$ cat config.mk
export PLATFORM = sky130hd
export DESIGN_NAME = ddr_wr_pack32_flat
export DESIGN_NICKNAME = d
export VERILOG_FILES = /design/src/rtl/ddr_wr_pack32_if.sv /design/src/rtl/ddr_wr_pack32.sv /design/src/flat_wrapper.sv
export SDC_FILE = /design/constraint.sdc
export NUM_CORES = 1
export LEC_CHECK = 0
export BUFFER_PORTS_ARGS = -buffer_cell sky130_fd_sc_hd__clkbuf_2
export CORE_MARGIN = 8
export CORE_UTILIZATION = 54
export DETAILED_ROUTE_END_ITERATION = 6
export GPL_ROUTABILITY_DRIVEN = 1
export PLACE_DENSITY = 0.74
export SYNTH_ARGS = -nofsm -noshare
export SYNTH_HDL_FRONTEND = slang
export SYNTH_SLANG_ARGS = --single-unit
export TNS_END_PERCENT = 30
$ cat constraint.sdc
create_clock -name sys_clk -period 4.7 [get_ports sys_clk]
set_clock_uncertainty 0.05 [all_clocks]
set_input_delay 0.235 -clock sys_clk [delete_from_list [all_inputs] [get_ports sys_clk]]
set_output_delay 0.235 -clock sys_clk [all_outputs]
set_load 0.01 [all_outputs]
$ cat src/rtl/ddr_wr_pack32_if.sv
// Byte-in / word-out bus of the DDR write packer, plus its status outputs.
interface ddr_wr_pack32_if #(
    parameter int unsigned FIFO_AW = 4
) ();
    logic               byte_valid;
    logic [7:0]         byte_data;
    logic               word_valid;
    logic [31:0]        word_data;
    logic               word_ready;
    logic [23:0]        word_cnt;
    logic               frame_done;
    logic               overflow;
    logic               partial_drop;
    logic [FIFO_AW:0]   fifo_level;

    modport slave (
        input  byte_valid, byte_data, word_ready,
        output word_valid, word_data, word_cnt, frame_done, overflow,
               partial_drop, fifo_level
    );

    modport master (
        output byte_valid, byte_data, word_ready,
        input  word_valid, word_data, word_cnt, frame_done, overflow,
               partial_drop, fifo_level
    );
endinterface

$ cat src/rtl/ddr_wr_pack32.sv
// Packs a byte stream LSB-first into 32-bit words, queues them in a FWFT FIFO
// and counts words accepted by the DDR write port per frame.
module ddr_wr_pack32 #(
    parameter logic [23:0] H_PIXEL     = 24'd640,
    parameter logic [23:0] V_PIXEL     = 24'd480,
    parameter logic [19:0] TIMEOUT_CYC = 20'd50000,
    parameter int unsigned FIFO_AW     = 4
) (
    input  logic            sys_clk,
    input  logic            sys_rst_n,
    ddr_wr_pack32_if.slave  bus
);
    localparam int unsigned      DEPTH     = 2 ** FIFO_AW;
    localparam logic [23:0]      FRAME_LEN = 24'(H_PIXEL * V_PIXEL);
    localparam logic [23:0]      CNT_LAST  = FRAME_LEN - 24'd1;
    localparam logic [19:0]      IDLE_LAST = TIMEOUT_CYC - 20'd1;
    localparam logic [FIFO_AW:0] FULL_LVL  = (FIFO_AW + 1)'(DEPTH);

    logic [1:0]         pack_cnt_q, pack_cnt_d;
    logic [23:0]        shreg_q, shreg_d;
    logic [19:0]        idle_q, idle_d;
    logic [FIFO_AW:0]   wptr_q, wptr_d, rptr_q, rptr_d;
    logic [23:0]        word_cnt_q, word_cnt_d;
    logic               frame_done_q, frame_done_d;
    logic               overflow_q, overflow_d;
    logic               partial_drop_q, partial_drop_d;
    logic [31:0]        mem_q [DEPTH];

    logic [FIFO_AW:0]   level;
    logic               full, pop, push_req, push;
    logic [31:0]        new_word;

    always_comb begin
        level    = wptr_q - rptr_q;
        full     = (level == FULL_LVL);
        pop      = (level != '0) & bus.word_ready;
        push_req = bus.byte_valid & (pack_cnt_q == 2'd3);
        // A full FIFO still takes the word when the head leaves on the same edge.
        push     = push_req & (~full | pop);
        new_word = {bus.byte_data, shreg_q};

        pack_cnt_d     = pack_cnt_q;
        shreg_d        = shreg_q;
        idle_d         = idle_q;
        partial_drop_d = 1'b0;
        if (bus.byte_valid) begin
            pack_cnt_d = pack_cnt_q + 2'd1;
            idle_d     = '0;
            case (pack_cnt_q)
                2'd0:    shreg_d[7:0]   = bus.byte_data;
                2'd1:    shreg_d[15:8]  = bus.byte_data;
                2'd2:    shreg_d[23:16] = bus.byte_data;
                default: ;
            endcase
        end else if (pack_cnt_q != 2'd0) begin
            if (idle_q == IDLE_LAST) begin
                pack_cnt_d     = '0;
                idle_d         = '0;
                partial_drop_d = 1'b1;
            end else begin
                idle_d = idle_q + 20'd1;
            end
        end else begin
            idle_d = '0;
        end

        wptr_d = wptr_q;
        if (push) wptr_d = wptr_q + 1'b1;
        rptr_d = rptr_q;
        if (pop) rptr_d = rptr_q + 1'b1;
        overflow_d = overflow_q | (push_req & ~push);

        word_cnt_d   = word_cnt_q;
        frame_done_d = 1'b0;
        if (pop) begin
            if (word_cnt_q == CNT_LAST) begin
                word_cnt_d   = '0;
                frame_done_d = 1'b1;
            end else begin
                word_cnt_d = word_cnt_q + 24'd1;
            end
        end
    end

    always_ff @(posedge sys_clk or negedge sys_rst_n) begin
        if (!sys_rst_n) begin
            pack_cnt_q     <= '0;
            shreg_q        <= '0;
            idle_q         <= '0;
            wptr_q         <= '0;
            rptr_q         <= '0;
            word_cnt_q     <= '0;
            frame_done_q   <= 1'b0;
            overflow_q     <= 1'b0;
            partial_drop_q <= 1'b0;
        end else begin
            pack_cnt_q     <= pack_cnt_d;
            shreg_q        <= shreg_d;
            idle_q         <= idle_d;
            wptr_q         <= wptr_d;
            rptr_q         <= rptr_d;
            word_cnt_q     <= word_cnt_d;
            frame_done_q   <= frame_done_d;
            overflow_q     <= overflow_d;
            partial_drop_q <= partial_drop_d;
        end
    end

    always_ff @(posedge sys_clk) begin
        if (push) mem_q[wptr_q[FIFO_AW-1:0]] <= new_word;
    end

    // Storage is not reset, so the head is masked while the FIFO is empty.
    assign bus.word_valid   = (level != '0);
    assign bus.word_data    = (level != '0) ? mem_q[rptr_q[FIFO_AW-1:0]] : '0;
    assign bus.word_cnt     = word_cnt_q;
    assign bus.frame_done   = frame_done_q;
    assign bus.overflow     = overflow_q;
    assign bus.partial_drop = partial_drop_q;
    assign bus.fifo_level   = level;
endmodule

$ cat src/flat_wrapper.sv
// flat-port wrapper written by rule: the top's interface ports become plain ports
module ddr_wr_pack32_flat 
#(
    parameter logic [23:0] H_PIXEL     = 24'd640,
    parameter logic [23:0] V_PIXEL     = 24'd480,
    parameter logic [19:0] TIMEOUT_CYC = 20'd50000,
    parameter int unsigned FIFO_AW     = 4
)
  (sys_clk, sys_rst_n, bus_byte_valid, bus_byte_data, bus_word_ready, bus_word_valid, bus_word_data, bus_word_cnt, bus_frame_done, bus_overflow, bus_partial_drop, bus_fifo_level);
  ddr_wr_pack32_if #(.FIFO_AW(FIFO_AW)) bus_i ();
  input  logic sys_clk;
  input  logic sys_rst_n;
  input wire logic [$bits(bus_i.byte_valid)-1:0] bus_byte_valid;
  input wire logic [$bits(bus_i.byte_data)-1:0] bus_byte_data;
  input wire logic [$bits(bus_i.word_ready)-1:0] bus_word_ready;
  output wire logic [$bits(bus_i.word_valid)-1:0] bus_word_valid;
  output wire logic [$bits(bus_i.word_data)-1:0] bus_word_data;
  output wire logic [$bits(bus_i.word_cnt)-1:0] bus_word_cnt;
  output wire logic [$bits(bus_i.frame_done)-1:0] bus_frame_done;
  output wire logic [$bits(bus_i.overflow)-1:0] bus_overflow;
  output wire logic [$bits(bus_i.partial_drop)-1:0] bus_partial_drop;
  output wire logic [$bits(bus_i.fifo_level)-1:0] bus_fifo_level;
  assign bus_i.byte_valid = bus_byte_valid;
  assign bus_i.byte_data = bus_byte_data;
  assign bus_i.word_ready = bus_word_ready;
  assign bus_word_valid = bus_i.word_valid;
  assign bus_word_data = bus_i.word_data;
  assign bus_word_cnt = bus_i.word_cnt;
  assign bus_frame_done = bus_i.frame_done;
  assign bus_overflow = bus_i.overflow;
  assign bus_partial_drop = bus_i.partial_drop;
  assign bus_fifo_level = bus_i.fifo_level;
  ddr_wr_pack32 #(.H_PIXEL(H_PIXEL), .V_PIXEL(V_PIXEL), .TIMEOUT_CYC(TIMEOUT_CYC), .FIFO_AW(FIFO_AW)) u_core (.sys_clk(sys_clk), .sys_rst_n(sys_rst_n), .bus(bus_i));
endmodule
### Yosys cells after proc, flatten, opt, wreduce, memory -nomap -nowiden

Memory sizes are Yosys's and may differ from the RTL's.
Index checks and enable logic that the tools add are counted.

| storage, ports and cells | value |
|---|---|
| bits in registers | 83 |
| memory bits (writable) | 512 |
| output and inout port bits | 65 |
| logic and storage cells | 56 |
| memories | 1 |

Memory list:

| name | depth | bits a word | rd ports | clocked after memory_dff | write ports | RTL line | RTL |
|---|---|---|---|---|---|---|---|
| u_core.mem_q | 16 | 32 | 1 | 0 | 1 | ddr_wr_pack32.sv:27 | `logic [31:0] mem_q [DEPTH];` |

| operators by class | value |
|---|---|
| $add $sub $neg | 6 |
| eq/ne operators | 6 |
| muxes and demuxes | 15 |
| bitwise operators | 8 |
| reduce and logical (&&, ||, !) cells | 9 |

Operators by type and width:

| operator | number |
|---|---|
| two-way mux 20 bit | 3 |
| two-way mux 32 bit | 1 |
| adder 24 x 1 -> 24 bit, second input constant | 1 |
| equality test 24 x 19 -> 1 bit, second input constant | 1 |
| two-way mux 24 bit | 1 |
| adder 20 x 1 -> 20 bit, second input constant | 1 |
| equality test 20 x 16 -> 1 bit, second input constant | 1 |
| adder 5 x 1 -> 5 bit, second input constant | 2 |
| AND reduction 2 bit | 4 |
| two-way mux 1 bit | 7 |
| two-way mux 2 bit | 3 |
| nonzero test 2 bit | 3 |
| equality test 5 bit, second input constant | 1 |
| nonzero test 5 bit | 1 |
| subtractor 5 bit | 1 |
| bitwise AND 1 bit | 4 |
| equality test 2 bit, second input constant | 2 |
| adder 2 x 1 -> 2 bit, second input constant | 1 |
| equality test 2 x 1 -> 1 bit, second input constant | 1 |
| logical NOT 2 bit | 1 |
| NOT 1 bit | 2 |
| OR 1 bit | 2 |

### Depth between registers and ports, before layout

| logic depth | value |
|---|---|
| depth in word-level cells | 8 |
| depth in mapped cells | 11 |
| depth with buffers taken out | 10 |

### Least setup slack after synthesis

Ideal clock, no wire load.

| path | value |
|---|---|
| path type | reg-to-reg |
| from | register u_core.rptr_q[1] |
| to | memory u_core.mem_q[2][0] (enable) |
| setup time | 421 ps |
| data arrival time | 4,076 ps |
| required time | 4,229 ps |
| setup slack | 153 ps |
| cell stages (with the launch flop) | 11 |
| clock period less this slack | 4,547 ps |
| cells stage by stage | dfrtp_1 clkbuf_1 clkbuf_1 inv_1 fa_1 xor2_2 and4b_1 nor2_1 o31ai_4 buf_2 nor2_1 |

| between the ends | value |
|---|---|
| cells in the longest elaborated chain, start to end | 7 |
| elaborated cells on any way between the ends | 9 |
| classes of those cells | add/sub (1); eq/ne (1); mux (2); bitwise (4); reduce/logical (1) |

RTL lines:

| what | RTL line | RTL |
|---|---|---|
| from (decl) | ddr_wr_pack32.sv:22 | `logic [FIFO_AW:0] wptr_q, wptr_d, rptr_q, rptr_d;` |
| from (signal assigned) | ddr_wr_pack32.sv:101 | `rptr_q <= rptr_d;` |
| subtractor 5 bit * | ddr_wr_pack32.sv:34 | `level = wptr_q - rptr_q;` |
| via bus_fifo_level[2] | flat_wrapper.sv:22 | `output wire logic [$bits(bus_i.fifo_level)-1:0] bus_fifo_level;` |
| nonzero test 5 bit or equality test 5 bit (tied branches) | ddr_wr_pack32.sv:36, ddr_wr_pack32.sv:35 |  |
| bitwise AND 1 bit or NOT 1 bit (tied branches) | ddr_wr_pack32.sv:36, ddr_wr_pack32.sv:39 |  |
| OR 1 bit * | ddr_wr_pack32.sv:39 | `push = push_req & (~full \| pop);` |
| bitwise AND 1 bit * | ddr_wr_pack32.sv:39 |  |
| two-way mux 1 bit * | ddr_wr_pack32.sv:110 | `if (push) mem_q[wptr_q[FIFO_AW-1:0]] <= new_word;` |
| two-way mux 1 bit (implied by the code) * | ddr_wr_pack32.sv:110 |  |
| to (decl) | ddr_wr_pack32.sv:27 |  |

Mark *: on every way through the listed nets, which the timed path passes. The rest lies on a longest branch.

### Worst setup path in the final report

| path | value |
|---|---|
| from | register u_core.rptr_q[1] |
| to | output bus_word_data[20] |

| between the ends | value |
|---|---|
| cells in the longest elaborated chain, start to end | 3 |
| elaborated cells on any way between the ends | 4 |
| classes of those cells | add/sub (1); mux (1); reduce/logical (1); memory (1) |

RTL lines:

| what | RTL line | RTL |
|---|---|---|
| subtractor 5 bit | ddr_wr_pack32.sv:34 |  |
| nonzero test 5 bit | ddr_wr_pack32.sv:115 | `assign bus.word_data = (level != '0) ? mem_q[rptr_q[FIFO_AW-1:0]] : '0;` |
| two-way mux 32 bit * | ddr_wr_pack32.sv:115 |  |
| to (decl) | flat_wrapper.sv:17 | `output wire logic [$bits(bus_i.word_data)-1:0] bus_word_data;` |

Every way passes the cells marked *; elsewhere a longest branch is shown, timed or not.

==> qor.json <==
{
  "netlist_area": {"value": 23700, "unit": "sq um"},
  "route.detailed.wl_per_inst": {"value": 26.2, "unit": "microns"},
  "worst-r2r-cell-count": {"value": 12},
  "avg_cell_area_syn": {"value": 20.6, "unit": "sq um"},
  "leakage_power_summed_over_all_cells": {"value": 8.92, "unit": "nW"},
  "synth.yosys.seq_area_share": {"value": 73.7, "unit": "%"},
  "hold_slack": {"value": 101, "unit": "ps"},
  "fin_tns_setup": {"value": 0, "unit": "ps"},
  "grt_max_degree": {"value": 101},
  "worst_slew_pin_tran": {"value": 1130, "unit": "ps"},
  "yosysWarnings": {"value": 0},
  "grt_pass1_vias": {"value": 11800},
  "mappedNetlistNets": {"value": 1177},
  "gr-total-overflow": {"value": 0},
  "vias_per_cell": {"value": 6.11},
  "row_count": {"value": 76},
  "die_height": {"value": 225, "unit": "microns"},
  "tritoncts_num_sinks": {"value": 595},
  "synth-edff-count": {"value": 512},
  "first_iter_violations": {"value": 1134},
  "max-cap-violations": {"value": 0},
  "min_from": {"value": "bus_byte_data[5]"},
  "gpl.final_weighted_congestion": {"value": 0.810},
  "start_util": {"value": 54.8, "unit": "%"},
  "status": {"value": "completed"},
  "grt_setup_unrepaired": {"value": "no"},
  "numPortBuffers": {"value": 76},
  "tritoncts": {"value": "built"},
  "fp.dieArea": {"value": 50800, "unit": "sq um"},
  "filler_cell_count": {"value": 2961},
  "htree_levels": {"value": 2},
  "clk_pin_slew_worst_paths": {"value": 60, "unit": "ps"},
  "detail-route-antenna-nets": {"value": 0},
  "synth_most_common_cell": {"value": "edfxtp_1"},
  "tritoncts.num_buffers": {"value": 56},
  "totalPowerFinal": {"value": 15.9, "unit": "mW"},
  "synth_commonest_cells": {"value": "512 x edfxtp_1, 160 x mux4_2, 83 x dfrtp_1"},
  "post_cts_resize_count": {"value": 0},
  "drive_gt1_share": {"value": 30.4, "unit": "%"},
  "final_nets": {"value": 1286},
  "whs_path_depth": {"value": 1},
  "fp.coreArea": {"value": 43200, "unit": "sq um"},
  "critPathMaxFanout": {"value": 73},
  "area_growth_syn_to_layout": {"value": 13.0, "unit": "%"},
  "worst_setup_path_start": {"value": "u_core.rptr_q[1]"},
  "min_period_over_period": {"value": 93.4, "unit": "%"},
  "max_clock_freq": {"value": 228, "unit": "MHz"},
  "post_cts_buffers": {"value": 0},
  "timing.reg2reg.setup_slack": {"value": 770, "unit": "ps"},
  "postSynthRegisterBits": {"value": 595},
  "synthFlopType": {"value": "edfxtp_1"},
  "dr_total_vias": {"value": 11500},
  "post_synth_inst_count": {"value": 1149},
  "post_synth_main_area_contributors": {"value": "edfxtp_1 65%, mux4_2 15%, dfrtp_1 8.8%"},
  "yosysTopAreaCellShare": {"value": 65.0, "unit": "%"},
  "ys_async_sr_fraction": {"value": 13.9, "unit": "%"},
  "slew_headroom": {"value": 24.4, "unit": "%"},
  "finalMaxSlewViolations": {"value": 0},
  "hold_path.class": {"value": "input port to flip-flop"},
  "clockRootBuffer": {"value": "clkbuf_16"},
  "clock_latency": {"value": 620, "unit": "ps"},
  "antenna_cells_inserted": {"value": 0},
  "synth.largest_area_cell": {"value": "edfxtp_1"},
  "track_usage": {"value": 19.8, "unit": "%"},
  "endpoint_kind": {"value": "output port"},
  "vdd_drop_max": {"value": 360, "unit": "uV"},
  "critical_path_required": {"value": 4410, "unit": "ps"},
  "crit-reg2reg-capture": {"value": "u_core.mem_q[8][1]"},
  "top_level_ports": {"value": 77},
  "worst_r2r_startpoint": {"value": "u_core.wptr_q[0]"},
  "first_pass_iters": {"value": 5},
  "worst-endpoint-arrival": {"value": 4100, "unit": "ps"},
  "setup_viol": {"value": 0},
  "fin_crit": {"value": 4390, "unit": "ps"},
  "power_per_cell_area": {"value": 595, "unit": "nW/um^2"},
  "final-hold-violation-count": {"value": 0},
  "chipWidth": {"value": 225, "unit": "microns"},
  "drc": {"value": 0},
  "grt_first_pass_wirelength": {"value": 75100, "unit": "microns"},
  "timing.critical_path.from_type": {"value": "flip-flop"},
  "worstSetupPathType": {"value": "flip-flop to output port"},
  "routed_wl": {"value": 49500, "unit": "microns"},
  "detailed_place_hpwl": {"value": 27400, "unit": "microns"},
  "netlist-cell-type-count": {"value": 56},
  "grt_antenna_before_repair": {"value": 0},
  "clk_path_buf_depth": {"value": 3},
  "whs_endpoint": {"value": "u_core.mem_q[6][29]"}
}
## final cells by class
type	instances	area, sq um	area share, %
tap	585	732	2.74
timing repair buffer	104	711	2.66
sequential	595	17500	65.3
inverter	13	48.8	0.182
multi-input combinational	488	5990	22.4
clock inverter	21	230	0.861
clock buffer	83	1560	5.84
## worst max-delay path, cell delays in order (launching register included)
cell and delay, ps:
dfrtp_4 400, buf_4 850, buf_4 820, mux4_2 450, mux4_2 520, and2_1 180, clkbuf_2 130
## routing by layer
metal	GRT usage, %	share of wire, %	up-vias
met5	0	0	-
met4	5.60	2.2	0
met1	27.5	42	6143
li1	-	-	4911
met3	3.04	5.9	73
met2	32.4	50	406
## placed cells by master (no fill, tap or decap), types with 15 or more instances in the layout
cell type,count
mux4_2,160
nand2_1,34
clkbuf_2,75
clkbuf_1,21
xor2_1,24
edfxtp_1,512
nand3_1,23
ha_1,15
and2_1,33
clkbuf_16,56
mux2_2,25
dfrtp_1,80
nor2_1,29
nor2_4,15
xnor2_1,15
buf_4,18
## worst max path at each step
stage          slack (ps)                  end
6_report              310    bus_word_data[20]
3_5_place_dp          820  u_core.mem_q[9][10]
3_3_place_gp          910   u_core.mem_q[8][9]
4_1_cts               210    bus_word_data[31]
5_1_grt               100    bus_word_data[31]
2_1_floorplan         150   u_core.mem_q[2][0]
## state kept, by name (all words and copies together) (netlist names)
register	count
u_core.bus.frame_done	1
u_core.shreg_q	24
u_core.mem_q	512
u_core.pack_cnt_q	2
u_core.bus.word_cnt	24
u_core.rptr_q	5
u_core.bus.overflow	1
u_core.bus.partial_drop	1
u_core.wptr_q	5
u_core.idle_q	20
## report_power, final
group          switching, mW  total (mW)  internal, mW
combinational           2.28        4.45          2.17
sequential             0.572        7.06          6.49
clock                   1.89        4.41          2.52
## what timing repair did
item | 4_1_cts | 5_1_grt
setup endpoints to repair | 0 | 0
hold buffers | 2 | 0
hold endpoints to repair | 40 | 0
## stage by stage
| stage | util [%] | worst slack (ps) | cells | instance area, sq um |
|---|---|---|---|---|
| 6_report | 61.9 | 312 | 1889 | 26700 |
| 5_1_grt | 61.9 | 101 | 1889 | 26700 |
| 4_1_cts | 61.9 | 205 | 1889 | 26700 |
| 2_1_floorplan | - | 153 | 1149 | 23700 |
| 3_3_place_gp | 57.7 | 913 | 1783 | 24900 |
| 3_5_place_dp | 57.7 | 816 | 1783 | 24900 |
## kinds of logic (layout without fill, tap and decap cells)
family                     Yosys count  after routing  synth area share (%)
buffers and inverters               66            221                  1.43
adders and majority gates           16             16                 0.878
and+or+nand+nor                    199            199                  4.49
DFF                                595            595                  73.7
muxes                              186            186                  16.5
AOI/OAI and AO/OA                   47             47                  1.50
xor gates and xnor gates            40             40                  1.51
(Power assumes the default switching activity.)
